`config.mk`:
```
export PLATFORM = sky130hd
export DESIGN_NAME = slink_tx_app_mux
export DESIGN_NICKNAME = d
export VERILOG_FILES = /design/src/rtl/slink_tx_app_mux.sv
export SDC_FILE = /design/constraint.sdc
export NUM_CORES = 1
export LEC_CHECK = 0
export ABC_AREA = 1
export BUFFER_PORTS_ARGS = -buffer_cell sky130_fd_sc_hd__buf_2
export CELL_PAD_IN_SITES_DETAIL_PLACEMENT = 2
export CELL_PAD_IN_SITES_GLOBAL_PLACEMENT = 2
export CORE_MARGIN = 4
export CORE_UTILIZATION = 19
export DETAILED_ROUTE_END_ITERATION = 7
export PLACE_DENSITY = 0.93
export SYNTH_ARGS = -nofsm -noshare
export SYNTH_HDL_FRONTEND = slang
export SYNTH_SLANG_ARGS = --single-unit
```
`constraint.sdc`:
```
create_clock -name i_clk -period 5.2 [get_ports i_clk]
set_input_delay 0.26 -clock i_clk [delete_from_list [all_inputs] [get_ports i_clk]]
set_output_delay 0.26 -clock i_clk [all_outputs]
set_load 0.01 [all_outputs]
```
`src/rtl/slink_tx_app_mux.sv`:
```
// Packet-aware 2:1 mux (app / BIST) in front of the S-Link TX link layer; optional packet counters under SLINK_TX_MUX_PKT_CNT_EN.
// Latency: zero, the data path is combinational. Backpressure: tx_advance goes to the selected source, the other source's advance is held 0.
module slink_tx_app_mux #(
    parameter int         APP_DATA_WIDTH = 32,
    parameter logic [7:0] SHORT_PKT_MAX  = 8'h2F
) (
    input  logic                      i_clk,
    input  logic                      i_rst_n,
    input  logic                      i_bist_active,

    input  logic                      i_app_sop,
    input  logic [7:0]                i_app_data_id,
    input  logic [15:0]               i_app_word_count,
    input  logic [APP_DATA_WIDTH-1:0] i_app_app_data,
    output logic                      o_app_advance,

    input  logic                      i_bist_sop,
    input  logic [7:0]                i_bist_data_id,
    input  logic [15:0]               i_bist_word_count,
    input  logic [APP_DATA_WIDTH-1:0] i_bist_app_data,
    output logic                      o_bist_advance,

    output logic                      o_tx_sop,
    output logic [7:0]                o_tx_data_id,
    output logic [15:0]               o_tx_word_count,
    output logic [APP_DATA_WIDTH-1:0] o_tx_app_data,
    input  logic                      i_tx_advance,

    output logic                      o_sel_bist,
    output logic                      o_in_packet,

    input  logic                      i_cnt_clear,
    output logic [15:0]               o_app_pkt_cnt,
    output logic [15:0]               o_bist_pkt_cnt
);

    localparam int BYTES = APP_DATA_WIDTH / 8;
    localparam int SHIFT = $clog2(BYTES);

    typedef enum logic [1:0] {
        APP_IDLE  = 2'd0,
        APP_PKT   = 2'd1,
        BIST_IDLE = 2'd2,
        BIST_PKT  = 2'd3
    } state_t;

    state_t      r_state;
    state_t      w_state_nxt;
    logic [15:0] r_beat_cnt;
    logic [15:0] w_beat_cnt_nxt;

    logic        w_sel_bist;
    logic        w_idle;
    logic        w_long;
    logic [16:0] w_pb17;
    logic [15:0] w_pb;
    logic        w_pb_zero;
    logic        w_hdr_acc;
    logic        w_pay_acc;
    logic        w_last;
    logic        w_pkt_done;

    assign w_sel_bist = (r_state == BIST_IDLE) || (r_state == BIST_PKT);
    assign w_idle     = (r_state == APP_IDLE)  || (r_state == BIST_IDLE);

    assign o_tx_sop        = w_sel_bist ? i_bist_sop        : i_app_sop;
    assign o_tx_data_id    = w_sel_bist ? i_bist_data_id    : i_app_data_id;
    assign o_tx_word_count = w_sel_bist ? i_bist_word_count : i_app_word_count;
    assign o_tx_app_data   = w_sel_bist ? i_bist_app_data   : i_app_app_data;

    assign o_app_advance  = w_sel_bist ? 1'b0 : i_tx_advance;
    assign o_bist_advance = w_sel_bist ? i_tx_advance : 1'b0;

    assign o_sel_bist  = w_sel_bist;
    assign o_in_packet = !w_idle;

    // 17-bit round-up so a word count of 16'hFFFF does not wrap to zero beats.
    assign w_pb17    = ({1'b0, o_tx_word_count} + 17'(BYTES - 1)) >> SHIFT;
    assign w_pb      = w_pb17[15:0];
    assign w_pb_zero = (w_pb == 16'd0);
    assign w_long    = (o_tx_data_id > SHORT_PKT_MAX);

    assign w_hdr_acc  = w_idle && o_tx_sop;
    assign w_pay_acc  = !w_idle && i_tx_advance;
    assign w_last     = w_pay_acc && (r_beat_cnt == 16'd1);
    assign w_pkt_done = (w_hdr_acc && (!w_long || w_pb_zero)) || w_last;

    always_comb begin
        w_state_nxt    = r_state;
        w_beat_cnt_nxt = r_beat_cnt;
        case (r_state)
            APP_IDLE: begin
                if (w_hdr_acc && w_long && !w_pb_zero) begin
                    w_state_nxt    = APP_PKT;
                    w_beat_cnt_nxt = w_pb;
                end else if (!w_hdr_acc && i_bist_active) begin
                    w_state_nxt = BIST_IDLE;
                end
            end
            APP_PKT: begin
                if (w_pay_acc) begin
                    w_beat_cnt_nxt = r_beat_cnt - 16'd1;
                end
                if (w_last) begin
                    w_state_nxt = APP_IDLE;
                end
            end
            BIST_IDLE: begin
                if (w_hdr_acc && w_long && !w_pb_zero) begin
                    w_state_nxt    = BIST_PKT;
                    w_beat_cnt_nxt = w_pb;
                end else if (!w_hdr_acc && !i_bist_active) begin
                    w_state_nxt = APP_IDLE;
                end
            end
            BIST_PKT: begin
                if (w_pay_acc) begin
                    w_beat_cnt_nxt = r_beat_cnt - 16'd1;
                end
                if (w_last) begin
                    w_state_nxt = BIST_IDLE;
                end
            end
            default: begin
                w_state_nxt    = APP_IDLE;
                w_beat_cnt_nxt = 16'd0;
            end
        endcase
    end

    always_ff @(posedge i_clk or negedge i_rst_n) begin
        if (!i_rst_n) begin
            r_state    <= APP_IDLE;
            r_beat_cnt <= 16'd0;
        end else begin
            r_state    <= w_state_nxt;
            r_beat_cnt <= w_beat_cnt_nxt;
        end
    end

`ifdef SLINK_TX_MUX_PKT_CNT_EN
    logic [15:0] r_app_pkt_cnt;
    logic [15:0] r_bist_pkt_cnt;

    // Clear wins over a coincident final beat; counters stick at all-ones.
    always_ff @(posedge i_clk or negedge i_rst_n) begin
        if (!i_rst_n) begin
            r_app_pkt_cnt  <= 16'd0;
            r_bist_pkt_cnt <= 16'd0;
        end else if (i_cnt_clear) begin
            r_app_pkt_cnt  <= 16'd0;
            r_bist_pkt_cnt <= 16'd0;
        end else if (w_pkt_done) begin
            if (w_sel_bist) begin
                if (r_bist_pkt_cnt != 16'hFFFF) begin
                    r_bist_pkt_cnt <= r_bist_pkt_cnt + 16'd1;
                end
            end else begin
                if (r_app_pkt_cnt != 16'hFFFF) begin
                    r_app_pkt_cnt <= r_app_pkt_cnt + 16'd1;
                end
            end
        end
    end

    assign o_app_pkt_cnt  = r_app_pkt_cnt;
    assign o_bist_pkt_cnt = r_bist_pkt_cnt;
`else
    logic [1:0] w_unused_sigs;
    assign w_unused_sigs  = {i_cnt_clear, w_pkt_done};
    assign o_app_pkt_cnt  = 16'd0;
    assign o_bist_pkt_cnt = 16'd0;
`endif

endmodule

```
==> results.yml <==
outcome:
  status: "finished clean"
final_layout:
  area_delta_synth_final_pct: 36.4
  postLayoutCoreUtil_pct: 26.7
  diodes: 0
  drive_gt1_share_pct: 31.1
  multi_input_area_mm2: 0.00192
  fin_nets: 801
  regArea_um2: 452
  fillerInstances: 1835
critical_path:
  cpMostUsedCell: "nand2_1"
  crit_path_cell_trace: "inv_2, nand2_1, nand2_2, nand2_2, nor2_8, nand3_1, nand2_1, nand2_1, nor2_1, nand2_1, nor2_1, nand2_1, nand2_4, nand2_4, nand2_1, nand2_1"
  worst-setup-path-type: "flop to flop"
  critPathLaunchType: "flop"
  critical_path.max_stage_delay_ns: 0.58
  critPathRequiredTime_ns: 5.34
  end_kind: "flop"
  cpMaxStageDelayCell: "dfrtp_2"
  arrival_ns: 3.07
  worstPathMaxFanout: 25
die:
  io_pins: 212
  chipWidth_um: 128
  initial_core_util_pct: 19.6
  rows: 43
  coreArea_mm2: 0.0140
  die_h_um: 128
  die_area_mm2: 0.0164
logic_synthesis:
  synthCells: 516
  ys_types: 30
  yosysWarnings: 0
  syn_area_per_cell_um2: 5.30
  synth-edff-count: 0
  ys.flop_type: "dfrtp_1"
  ys_seq_area_share_pct: 16.5
  synthArstFlopShare_pct: 100
  syn_area_mm2: 0.00274
  ys_ff_latch: 18
pwr:
  peakVddDrop_mv: 0.127
  finalPower_mw: 1.83
  power.density_mw_per_mm2: 490
  leakagePower_nw: 2.29
placed_design:
  dp_worst_setup_slack_ns: 2.24
  place_hpwl_um: 11000
  gp_congestion: 0.809
  port_buffers: 178
grt:
  grt_pass1_vias: 4001
  overflow: 0
  grt_usage_pct: 15.7
  grt_max_degree: 43
  grt_antenna_before_repair: 2
  grt_pass1_wl_um: 20700
min_path:
  worst_hold_path_type: "input pin to flop"
timing:
  maxSlewHeadroom_pct: 50.7
  hold_ws_ns: 0.232
  worstMarginPinSlew_ns: 0.737
  fin_crit_sh_pct: 56.4
  skew_ns: 0.00257
  max_freq_mhz: 341
  period_minus_slack_ns: 2.93
  hold_viol: 0
  rsz0062_at_grt: "no"
  tns_ns: 0
  setup_viol: 0
  finalWorstSetupSlack_ns: 2.27
  maxSlewViolCount: 0
clock_network:
  cts_setup_buffers: 0
  cts-root-buf: "clkbuf_16"
  clkSinkCount: 18
  clockBufferDepth: 2
  hold_buffers: 1
  tritoncts: "built"
  htree_levels: 1
  numCtsBuffers: 3
  insertion_delay_ns: 0.25
  cts_resized: 0
  clk_pin_slew_ns: 0.06
routing:
  wl_per_cell_um: 15.3
  top_layer_used: "met5"
  wl_met2_um: 6860
  drt-initial-drc-count: 87
  vias: 3682
  wirelength_met1_um: 5070
  totalWireLength_um: 13200
  via_per_inst: 4.29
  dr.pass1.iters: 4
  antenna_left: 0
  drc: 0
  wl_met3_um: 1070
run:
  cap_violations: 0
-- report_power, final --
part           internal, mW  switching (mW)  leakage (nW)
Clock                 0.117          0.0593        0.0442
Sequential            0.199          0.0977         0.225
Combinational         0.448           0.909          2.02
-- sequential cells by signal (all words and copies together), names as in the netlist --
name	cells
r_state	2
r_beat_cnt	16
-- synthesized netlist by cell type (3+ instances only) --
| cell | number | area [um^2] |
|---|---|---|
| a31oi_1 | 3 | 18.8 |
| inv_2 | 4 | 15.0 |
| nor2_4 | 3 | 33.8 |
| nor2_1 | 34 | 128 |
| nor3_1 | 4 | 20.0 |
| nand4_1 | 10 | 62.6 |
| buf_4 | 34 | 255 |
| dfrtp_1 | 18 | 450 |
| inv_1 | 31 | 116 |
| xnor2_1 | 3 | 26.3 |
| nand2_2 | 10 | 62.6 |
| nand2_1 | 273 | 1020 |
| buf_1 | 4 | 15.0 |
| xor2_1 | 4 | 35.0 |
| clkbuf_1 | 10 | 37.5 |
| nand2_4 | 3 | 33.8 |
| nand3_1 | 29 | 145 |
| a21oi_1 | 8 | 40.0 |
| o21ai_0 | 14 | 70.1 |
| buf_6 | 3 | 33.8 |
-- logic make-up after synthesis --
logic type                 Yosys count  share of synthesized area (%)
DFF                                 18                           16.5
and+or+nand+nor                    372                           57.2
adders and majority gates            2                          0.914
buffers and inverters               89                           17.8
AOI/OAI and AO/OA                   27                           5.26
xor gates and xnor gates             7                           2.24
other                                1                          0.137
-- cell usage in the layout, fill, tap and decap left out --
cell,instances
a31oi_1,3
nand3_2,1
nand2_1,273
nand3_1,29
dfrtp_2,1
nor2_2,2
conb_1,32
dfrtp_1,17
nor3_1,4
a21oi_1,8
buf_4,2
xnor2_1,3
clkbuf_16,3
nand2_4,3
buf_2,178
nand4_1,10
clkbuf_8,1
o31ai_1,1
o21ai_0,14
dlygate4sd3_1,1
or2_2,2
o21bai_1,1
nand2_2,10
inv_1,31
nor2_4,3
ha_1,2
nor2_8,1
inv_2,4
xor2_1,4
nor2_1,34
clkinv_1,1
-- worst paths after layout --
path / start / endpoint / slack (ns) / cells past startpoint
worst max-delay path: r_state[1] / r_beat_cnt[6] / 2.27 / 16
worst min-delay path: i_bist_active / r_state[1] / 0.23 / 3
worst max register to register: r_state[1] / r_beat_cnt[6] / 2.27 / 16
worst min register to register: r_beat_cnt[9] / r_beat_cnt[9] / 0.52 / 2
max in group asynchronous: i_rst_n / r_state[1] / 4.36 / 2
min in group asynchronous: i_rst_n / r_beat_cnt[3] / 0.49 / 2
-- per-layer routing --
| metal | vias up | track usage, % |
|---|---|---|
| met4 | 4 | 2.56 |
| met3 | 12 | 4.54 |
| met5 | - | 0 |
| li1 | 1847 | - |
| met1 | 1689 | 17.5 |
| met2 | 130 | 29.7 |
-- worst max-delay path, delay by kind of cell, from the launching register on --
| kind | cells | cell delay [ns] |
|---|---|---|
| and+or+nand+nor | 15 | 1.81 |
| DFF | 1 | 0.58 |
| buffers and inverters | 1 | 0.38 |
-- cell type report --
cell class,count,area share [%]
multi-input combinational,440,51.3
timing repair buffer,181,24.5
sequential,18,12.1
tap,180,6.03
inverter,36,3.62
clock buffer,4,2.38
-- through the flow --
step                cell area [um^2]  cells
floorplan                       2850    547
CTS                             3730    859
detailed placement              3630    854
global placement                3630    854
finish                          3730    859
global route                    3730    859
Note: power is estimated with default switching activity, not from simulation.
